`src/rtl/onehot_grant_decoder.sv`:
```
// onehot_grant_decoder
//   Turns an encoded winner index into a registered one-hot grant and holds it
//   until the granted agent acknowledges on its done line or the hold timer
//   runs out. Each grant is followed by one dead cycle before the next accept.
//
// Ports
//   clk          rising-edge clock
//   rst_n        asynchronous active-low reset
//   in_idx       encoded index (sampled only on in_valid & in_ready)
//   in_valid     in_idx is meaningful
//   in_ready     decoder can accept; transfer = in_valid & in_ready
//   grant        one-hot grant, registered
//   done         per-line acknowledge; only the line currently granted is used
//   busy         high in any state other than IDLE
//   timeout_err  one-cycle pulse when a grant is dropped by the hold timer
//   bad_idx      one-cycle pulse when an out-of-range index was offered
//   hold_cnt     cycles the current grant has been held (0 on first cycle)
//
// Handshake: an input transfer happens on a rising edge where in_valid and
// in_ready are both high. in_ready depends only on the state register, never
// on in_valid, so upstream may hold in_valid high as long as it likes.

module onehot_grant_decoder #(
    parameter int N       = 4,
    parameter int IDXW    = $clog2(N),
    parameter int TIMEOUT = 16,
    parameter int CNTW    = $clog2(TIMEOUT + 1)
) (
    input  logic            clk,
    input  logic            rst_n,
    input  logic [IDXW-1:0] in_idx,
    input  logic            in_valid,
    output logic            in_ready,
    output logic [N-1:0]    grant,
    input  logic [N-1:0]    done,
    output logic            busy,
    output logic            timeout_err,
    output logic            bad_idx,
    output logic [CNTW-1:0] hold_cnt
);

    typedef enum logic [1:0] {
        IDLE    = 2'd0,
        GRANT   = 2'd1,
        RELEASE = 2'd2
    } state_t;

    localparam logic [IDXW:0]   N_EXT     = (IDXW + 1)'(N);
    localparam logic [CNTW-1:0] CNT_LAST  = CNTW'(TIMEOUT - 1);
    localparam logic [CNTW-1:0] CNT_SAT   = CNTW'(TIMEOUT);

    state_t          state, state_d;
    logic [IDXW-1:0] idx_q, idx_d;
    logic [N-1:0]    grant_d;
    logic [N-1:0]    onehot;
    logic [CNTW-1:0] cnt_d;
    logic            to_d;
    logic            bad_d;
    logic            accept;
    logic            idx_ok;
    logic            line_done;

    assign in_ready  = (state == IDLE);
    assign busy      = (state != IDLE);
    assign accept    = in_valid & in_ready;
    // Widen by one bit so the range check is meaningful when N is a power of 2.
    assign idx_ok    = ({1'b0, in_idx} < N_EXT);
    assign line_done = done[idx_q];

    always_comb begin
        onehot = '0;
        for (int i = 0; i < N; i++) begin
            onehot[i] = (in_idx == IDXW'(i));
        end
    end

    always_comb begin
        state_d = state;
        idx_d   = idx_q;
        grant_d = grant;
        cnt_d   = hold_cnt;
        to_d    = 1'b0;
        bad_d   = 1'b0;
        case (state)
            IDLE: begin
                grant_d = '0;
                cnt_d   = '0;
                if (accept) begin
                    if (idx_ok) begin
                        idx_d   = in_idx;
                        grant_d = onehot;
                        state_d = GRANT;
                    end else begin
                        // Out-of-range index is consumed without a grant.
                        bad_d = 1'b1;
                    end
                end
            end
            GRANT: begin
                // done has priority over the timer expiring in the same cycle.
                if (line_done) begin
                    grant_d = '0;
                    cnt_d   = '0;
                    state_d = RELEASE;
                end else if (hold_cnt == CNT_LAST) begin
                    grant_d = '0;
                    cnt_d   = '0;
                    to_d    = 1'b1;
                    state_d = RELEASE;
                end else if (hold_cnt != CNT_SAT) begin
                    cnt_d = hold_cnt + 1'b1;
                end
            end
            RELEASE: begin
                grant_d = '0;
                cnt_d   = '0;
                state_d = IDLE;
            end
            default: begin
                grant_d = '0;
                cnt_d   = '0;
                state_d = IDLE;
            end
        endcase
    end

    always_ff @(posedge clk or negedge rst_n) begin
        if (!rst_n) begin
            state       <= IDLE;
            idx_q       <= '0;
            grant       <= '0;
            hold_cnt    <= '0;
            timeout_err <= 1'b0;
            bad_idx     <= 1'b0;
        end else begin
            state       <= state_d;
            idx_q       <= idx_d;
            grant       <= grant_d;
            hold_cnt    <= cnt_d;
            timeout_err <= to_d;
            bad_idx     <= bad_d;
        end
    end

endmodule

```
`config.mk`:
```
export PLATFORM = sky130hd
export DESIGN_NAME = onehot_grant_decoder
export DESIGN_NICKNAME = d
export VERILOG_FILES = /design/src/rtl/onehot_grant_decoder.sv
export SDC_FILE = /design/constraint.sdc
export NUM_CORES = 1
export LEC_CHECK = 0
export BUFFER_PORTS_ARGS = -buffer_cell sky130_fd_sc_hd__buf_2
export CORE_MARGIN = 4
export CORE_UTILIZATION = 47
export DETAILED_ROUTE_END_ITERATION = 16
export PLACE_DENSITY = 0.87
export SETUP_SLACK_MARGIN = 0.05
export SYNTH_ARGS = -nofsm -noshare
export SYNTH_HDL_FRONTEND = slang
export SYNTH_SLANG_ARGS = --single-unit
```
`constraint.sdc`:
```
create_clock -name clk -period 1.4 [get_ports clk]
set_input_delay 0.28 -clock clk [delete_from_list [all_inputs] [get_ports clk]]
set_output_delay 0.28 -clock clk [all_outputs]
set_load 0.005 [all_outputs]
```
==> results.sh, run 1 <==
export IMPL_setup_slack_ns=0.05136
export IMPL_syn_instance_count=63
export IMPL_cts_buffers_inserted=3
export IMPL_synth_seq_cells=14
export IMPL_post_place_ws_ns=-0.01492
export IMPL_p_sw_mw=0.5058
export IMPL_htree_num_levels=1
export IMPL_top_level_ports=22
export IMPL_cts_root_to_sink_buffers=2
export IMPL_finish_cell_count_without_fillers=107
export IMPL_post_route_drc_count=0
export IMPL_tritoncts="built"
export IMPL_synth_area_um2=675.6
export IMPL_worst_setup_path_start_kind="register"
export IMPL_timing_hold_worst_class="in -> reg"
export IMPL_clk_skew_ns=0.003640
export IMPL_antenna_found_initial=0
export IMPL_power_share_switching_pct=33.37
export IMPL_dr_total_vias=560
export IMPL_final_design_area_no_fill_um2=932.1
export IMPL_multiInputGateArea_um2=351.6
export IMPL_worstPathMaxFanout=4
export IMPL_avgViaCountPerCell=5.234
export IMPL_num_fill_cells=112
export IMPL_rsz0062_at_grt="yes"
export IMPL_whs_ns=0.2479
export IMPL_worst_setup_path_type="reg -> out"
export IMPL_setup_viol=0
export IMPL_detail_routed_net_length_per_standard_cell_um=12.75
export IMPL_p_comb_share_pct=47.7
export IMPL_period_utilization_post_route_pct=96.33
export IMPL_report_final_slew_viol_count=0
export IMPL_final_hold_viol_count=0
export IMPL_timing_reg2reg_setup_slack_ns=0.08
export IMPL_area_sequential_um2=351.6
export IMPL_synth_warning_count=0
export IMPL_max_cap_viol_count=0
export IMPL_period_minus_slack_ns=1.349
export IMPL_synth_fp_nets=74
export IMPL_detailed_routing_iteration_count_for_the_pre_antenna_repair_pass=3
export IMPL_layout_overhead_on_the_synthesized_area_pct=37.96
export IMPL_core_mm2=0.001334
export IMPL_final_antenna_net_count=0
export IMPL_grtUsageTotal_pct=15.14
export IMPL_routabilityCongestion=0.8265
export IMPL_post_dp_hpwl_mm=1.033
export IMPL_synth_largest_area_cell="dfrtp_1"
export IMPL_cp_arrival_ns=1.07
export IMPL_antenna_cells=0
export IMPL_dpl_cell_area_um2=790.8
export IMPL_clk_transition_reported_paths_ns=0.08
export IMPL_ys_types=26
export IMPL_synth_sequential_area_ratio_pct=51.85
export IMPL_drt_iter0_drc=6
export IMPL_std_cell_rows=13
export IMPL_static_leakage_power_nw=0.4567
export IMPL_power_density_cell_area_mw_per_mm2=1626
export IMPL_insertion_delay_ns=0.27
export IMPL_floorplan_die_height_um=45.92
export IMPL_avgSynthCellArea_um2=10.72
export IMPL_power_mw=1.515
export IMPL_synth_largest_type_area_fraction_pct=51.85
export IMPL_worst_ep_required_time_ns=1.12
export IMPL_cellInternalPower_mw=1.010
export IMPL_cts_sink_count=14
export IMPL_outcome="complete, no violations"
export IMPL_effective_utilization_at_floorplan_pct=50.66
export IMPL_power_ir_vdd_worst_v=0.0007966
export IMPL_root_buffer="clkbuf_4"
export IMPL_synth_top_area_cells="dfrtp_1 (52%), mux2_2 (5.0%), nand2_1 (3.9%)"
export IMPL_die_area_mm2=0.002108
export IMPL_seq_power_share_pct=38.2
export IMPL_drt_wl_total_mm=1.364
export IMPL_finalCoreUtilization_pct=69.89
export IMPL_chipWidth_um=45.92
export IMPL_layout_cells_most_common_list="buf_2 (19), dfrtp_1 (13), nand2_1 (7), buf_4 (7)"
export IMPL_crit_path_end_kind="output pin"
export IMPL_final_layout_size_suffix_gt1_share_pct=53.26
export IMPL_place_detailed_instances=98
export IMPL_layout_commonest_cell="buf_2"
export IMPL_overflow=0
export IMPL_max_freq_ghz=0.7415
export IMPL_port_buffer_count=20
export IMPL_share_clk_of_total_power_pct=14.2
export IMPL_setup_total_negative_slack_ns=0
export IMPL_layout_nets=105
export IMPL_grt_pass1_wl_mm=2.270
export IMPL_grt_start_max_net_pins=15
export IMPL_first_global_vias=525
## sequential cells by signal, indices dropped and copies added (netlist names)
signal and flops:
hold_cnt 5, grant 4, idx_q 2, timeout_err 1, state 2
## worst max-delay path, cell delays in order, from the launching register on
cell,delay [ns]
dfrtp_1,0.41
or2_4,0.24
inv_2,0.06
buf_6,0.08
## metal layers
metal	track usage, %	vias up	wire length, µm
li1	-	275	-
met1	18.67	261	602
met2	24.73	22	613
met3	4.743	2	132
met4	5.114	0	14
met5	0	-	0
## cell usage after synthesis
master    instances
dfrtp_1          14
nand2_1           7
inv_1             5
nor2_1            4
mux2_2            3
nor3_1            3
ha_1              2
mux2i_1           2
nand3_1           2
o21ai_0           2
o22ai_1           2
o32ai_1           2
xnor2_1           2
a21oi_1           1
and4bb_2          1
buf_4             1
buf_6             1
conb_1            1
nand3b_1          1
nand4b_1          1
nor3b_1           1
o22a_1            1
or2_2             1
or2b_1            1
or3b_1            1
xor2_1            1
## cell type report
class / count / share of cell area [%]
Inverter: 5 / 2.013
Tap cell: 15 / 2.013
Sequential cell: 14 / 37.72
Clock buffer: 3 / 2.416
Timing Repair Buffer: 28 / 18.12
Multi-Input combinational cell: 42 / 37.72
## worst paths after layout
check	start	end	cells after the start
min	in_idx[1]	grant[1]	2
max	state[0]	in_ready	3
max reg2reg	hold_cnt[0]	hold_cnt[1]	5
min reg2reg	grant[3]	grant[3]	2
max in group asynchronous	rst_n	hold_cnt[1]	2
min in group asynchronous	rst_n	state[0]	2
## repair_timing
| action | CTS | global route |
|---|---|---|
| pin swaps | 1 | 3 |
| setup buffers | 2 | 3 |
| hold endpoints to repair | 14 | 0 |
| resized for setup | 4 | 14 |
| hold buffers | 1 | 0 |
| endpoints found under the setup margin | 8 | 12 |
## power by group through the flow
stage | combinational, mW | sequential [mW] | clock (mW)
floorplan | 0.334 | 0.582 | 0
global placement | 0.491 | 0.579 | 0
detailed placement | 0.511 | 0.586 | 0
CTS | 0.599 | 0.575 | 0.221
global route | 0.806 | 0.602 | 0.245
finish | 0.722 | 0.579 | 0.215
## cells by family (layout without fill, tap and decap cells)
kind of cell	Yosys count	after routing	share of synthesized area, %
simple gates	23	23	18.52
fa+ha+maj	2	2	3.703
other cells	1	1	0.5550
buf+inv	7	36	5.556
mux	5	5	7.963
flops	14	14	51.85
xor+xnor	3	3	3.890
compound gates	8	8	7.963
Power figures use the tool's default switching activity.
==> run 2, diff against run 1 <==
--- a/config.mk
+++ b/config.mk
@@ -5,9 +5,10 @@
 export SDC_FILE = /design/constraint.sdc
 export NUM_CORES = 1
 export LEC_CHECK = 0
+export ABC_AREA = 1
 export BUFFER_PORTS_ARGS = -buffer_cell sky130_fd_sc_hd__buf_2
 export CORE_MARGIN = 4
-export CORE_UTILIZATION = 47
+export CORE_UTILIZATION = 48
 export DETAILED_ROUTE_END_ITERATION = 16
 export PLACE_DENSITY = 0.87
 export SETUP_SLACK_MARGIN = 0.05
==> run 2 against run 1 <==
Compared with the run above: clock power up 36%; combinational power down 26%; die area up 3.2%; largest cell class unchanged; wire length up 7.6%; flip-flop and latch count unchanged; clock-buffer cell count up 1; core utilization down 4.2 points; critical path type is now reg -> reg; critical path depth up 4; total power down 9.3%; final area down 4.8%; final cell count up 14%; hold slack worse by 0.017 ns.
==> results.sh, run 2 <==
export IMPL_crit_path_end_kind="register"
export IMPL_synth_area_um2=716.9
export IMPL_cts_root_to_sink_buffers=2
export IMPL_antenna_found_initial=0
export IMPL_largest_registers="hold_cnt x5, grant x4"
export IMPL_synthArstFlopShare_pct=100.0
export IMPL_area_sequential_um2=350.3
export IMPL_worst_r2r_startpoint="hold_cnt[0]"
export IMPL_synthAdderAreaFrac_pct=3.490
export IMPL_dpl_cell_area_um2=828.3
export IMPL_finish_cell_count_without_fillers=122
export IMPL_yosys_area_share_xor_xnor_pct=3.665
export IMPL_synth_top_area_cells="dfrtp_1 (49%), nand2_1 (7.9%), inv_1 (7.3%)"
export IMPL_chipWidth_um=46.65
export IMPL_setup_viol=0
export IMPL_grt_start_max_net_pins=15
export IMPL_detail_routed_net_length_per_standard_cell_um=12.02
export IMPL_place_detailed_instances=117
export IMPL_final_design_area_no_fill_um2=887.1
export IMPL_layout_cells_most_common_list="buf_2 (20), inv_1 (14), nand2_1 (14), dfrtp_1 (14), nor2_1 (8)"
export IMPL_cpMaxStageDelayCell="dfrtp_1"
export IMPL_synth_warning_count=0
export IMPL_top_register="hold_cnt"
export IMPL_synth_seq_cells=14
export IMPL_clk_transition_reported_paths_ns=0.08
export IMPL_port_buffer_count=20
export IMPL_synthSimpleGateAreaFrac_pct=30.19
export IMPL_dr_total_vias=610
export IMPL_static_leakage_power_nw=0.4966
export IMPL_synth_compound_area_share_pct=3.839
export IMPL_root_buffer="clkbuf_4"
export IMPL_synth_main_ff_cell="dfrtp_1"
export IMPL_yosys_cell_count_top_type="nand2_1"
export IMPL_multiInputGateArea_um2=311.5
export IMPL_timing_reg2reg_setup_slack_ns=0.11
export IMPL_yosys_top_cells_count="nand2_1 (15), dfrtp_1 (14), inv_1 (14), nor2_1 (9), nand3_1 (5)"
export IMPL_synth_sequential_area_ratio_pct=48.87
export IMPL_reg2reg_to="hold_cnt[1]"
export IMPL_synth_largest_type_area_fraction_pct=48.87
export IMPL_effective_utilization_at_floorplan_pct=53.10
export IMPL_final_layout_size_suffix_gt1_share_pct=37.38
export IMPL_rsz0062_at_grt="yes"
export IMPL_final_antenna_net_count=0
export IMPL_rr_worst_depth=7
export IMPL_critical_path_cell_chain="inv_1, ha_1, nand3_1, nor2_1, nand3_1, nand2_1, nand2_1"
export IMPL_worst_setup_path_start_kind="register"
export IMPL_timing_hold_worst_class="in -> reg"
export IMPL_insertion_delay_ns=0.29
export IMPL_final_hold_viol_count=0
export IMPL_synth_largest_area_cell="dfrtp_1"
export IMPL_mux_share_of_post_synthesis_cell_area_pct=0
export IMPL_top_level_ports=22
export IMPL_period_utilization_post_route_pct=92.26
export IMPL_report_final_slew_viol_count=0
export IMPL_tritoncts="built"
export IMPL_clk_skew_ns=0.004288
export IMPL_power_ir_vdd_worst_v=0.0007454
export IMPL_synth_edff_count=0
export IMPL_core_mm2=0.001350
export IMPL_floorplan_die_height_um=46.65
export IMPL_cts_sink_count=14
export IMPL_layout_overhead_on_the_synthesized_area_pct=23.73
export IMPL_avgViaCountPerCell=5.000
export IMPL_synth_fp_nets=94
export IMPL_hold_path_cell_count=2
export IMPL_grtUsageTotal_pct=16.09
export IMPL_drt_iter0_drc=11
export IMPL_avgSynthCellArea_um2=8.638
export IMPL_power_density_cell_area_mw_per_mm2=1550
export IMPL_overflow=0
export IMPL_max_freq_ghz=0.7742
export IMPL_die_area_mm2=0.002176
export IMPL_cp_arrival_ns=1.48
export IMPL_worstPathMaxFanout=4
export IMPL_layout_commonest_cell="buf_2"
export IMPL_period_minus_slack_ns=1.292
export IMPL_syn_instance_count=83
export IMPL_hold_end="grant[1]"
export IMPL_htree_num_levels=1
export IMPL_drt_wl_total_mm=1.467
export IMPL_grt_pass1_wl_mm=2.283
export IMPL_routabilityCongestion=0.7512
export IMPL_std_cell_rows=13
export IMPL_hold_path_startpoint="in_idx[1]"
export IMPL_setup_total_negative_slack_ns=0
export IMPL_ys_types=18
export IMPL_cts_repair_timing_setup_buffer_count=0
export IMPL_layout_nets=119
export IMPL_worst_setup_path_type="reg -> reg"
export IMPL_num_fill_cells=111
export IMPL_max_cap_viol_count=0
export IMPL_crit_path_max_incr_delay_ns=0.42
export IMPL_dominant_combinational_cell_family_by_area_after_synthesis="simple AND/OR/NAND/NOR gates"
export IMPL_cts_buffers_inserted=3
export IMPL_antenna_cells=0
export IMPL_first_global_vias=549
export IMPL_worst_ep_required_time_ns=1.58
export IMPL_post_dp_hpwl_mm=1.118
export IMPL_outcome="complete, no violations"
export IMPL_post_route_drc_count=0
export IMPL_detailed_routing_iteration_count_for_the_pre_antenna_repair_pass=4
export IMPL_number_of_flip_flops_in_the_largest_register=5
## run 2: changes by cell type after synthesis, sizes merged, moves of 2 or more
| cell | change |
|---|---|
| nor2 | +9 |
| inv | +11 |
| o32ai | -2 |
| xnor2 | -2 |
| xor2 | +2 |
| nand3 | +6 |
| nor3 | -3 |
| mux2 | -3 |
| nand2 | +12 |
| mux2i | -2 |
## run 2: routing by layer
| metal | up-vias | track usage, % | routed length (µm) |
|---|---|---|---|
| met1 | 292 | 18.64 | 628 |
| met3 | 5 | 3.516 | 53 |
| met5 | - | 0 | 0 |
| met4 | 0 | 11.60 | 45 |
| li1 | 297 | - | - |
| met2 | 16 | 25.82 | 740 |
## run 2: metrics by stage
step / power [mW] / setup slack, ns / utilization (%) / hold slack (ns)
after detailed placement: 1.077 / 0.09617 / 61.35 / 0.1812
after global routing: 1.479 / 0.003829 / 65.71 / 0.2510
final: 1.375 / 0.1083 / 65.71 / 0.2306
after floorplan: 0.9168 / 0.1978 / - / -0.01559
after CTS: 1.374 / 0.06426 / 64.78 / 0.2255
after global placement: 1.055 / 0.1705 / 61.35 / 0.1858
## run 2: how the worst max path moves through the flow
stage	to	startpoint
final	hold_cnt[1]	hold_cnt[0]
after global routing	grant[0]	hold_cnt[1]
after CTS	grant[0]	hold_cnt[1]
after detailed placement	grant[0]	hold_cnt[1]
after global placement	state[1]	hold_cnt[0]
after floorplan	state[1]	hold_cnt[0]
## run 2: layout make-up
type                       instances  area share [%]
clock buffer                       4           4.090
inverter                          16           6.770
multi-input combinational         52           35.12
sequential                        14           39.49
tap                               15           2.116
timing repair buffer              21           12.41
## run 2: report_power, final
group,total [mW],internal [mW],switching [mW]
Clock,0.293,0.159,0.135
Sequential,0.549,0.489,0.0606
Combinational,0.533,0.194,0.339
Total,1.38,0.841,0.534
## run 2: what timing repair did
action	in CTS	in global routing
resized for setup	0	4
hold buffers	1	0
hold endpoints to repair	14	0
endpoints found under the setup margin	0	5
## run 2: logic make-up after synthesis
family,after synthesis
AND/OR/NAND/NOR,41
buffers and inverters,17
flip-flops,14
AO/OA/AOI/OAI,5
XOR/XNOR,3
adder cells (fa/ha/maj),2
other,1
## run 2: worst max-delay path: cells and delay by family (launching register included)
kind                     cells  cell delay (ns)
adder cells (fa/ha/maj)      1             0.14
buffers and inverters        1             0.10
flip-flops                   1             0.42
AND/OR/NAND/NOR              5             0.53
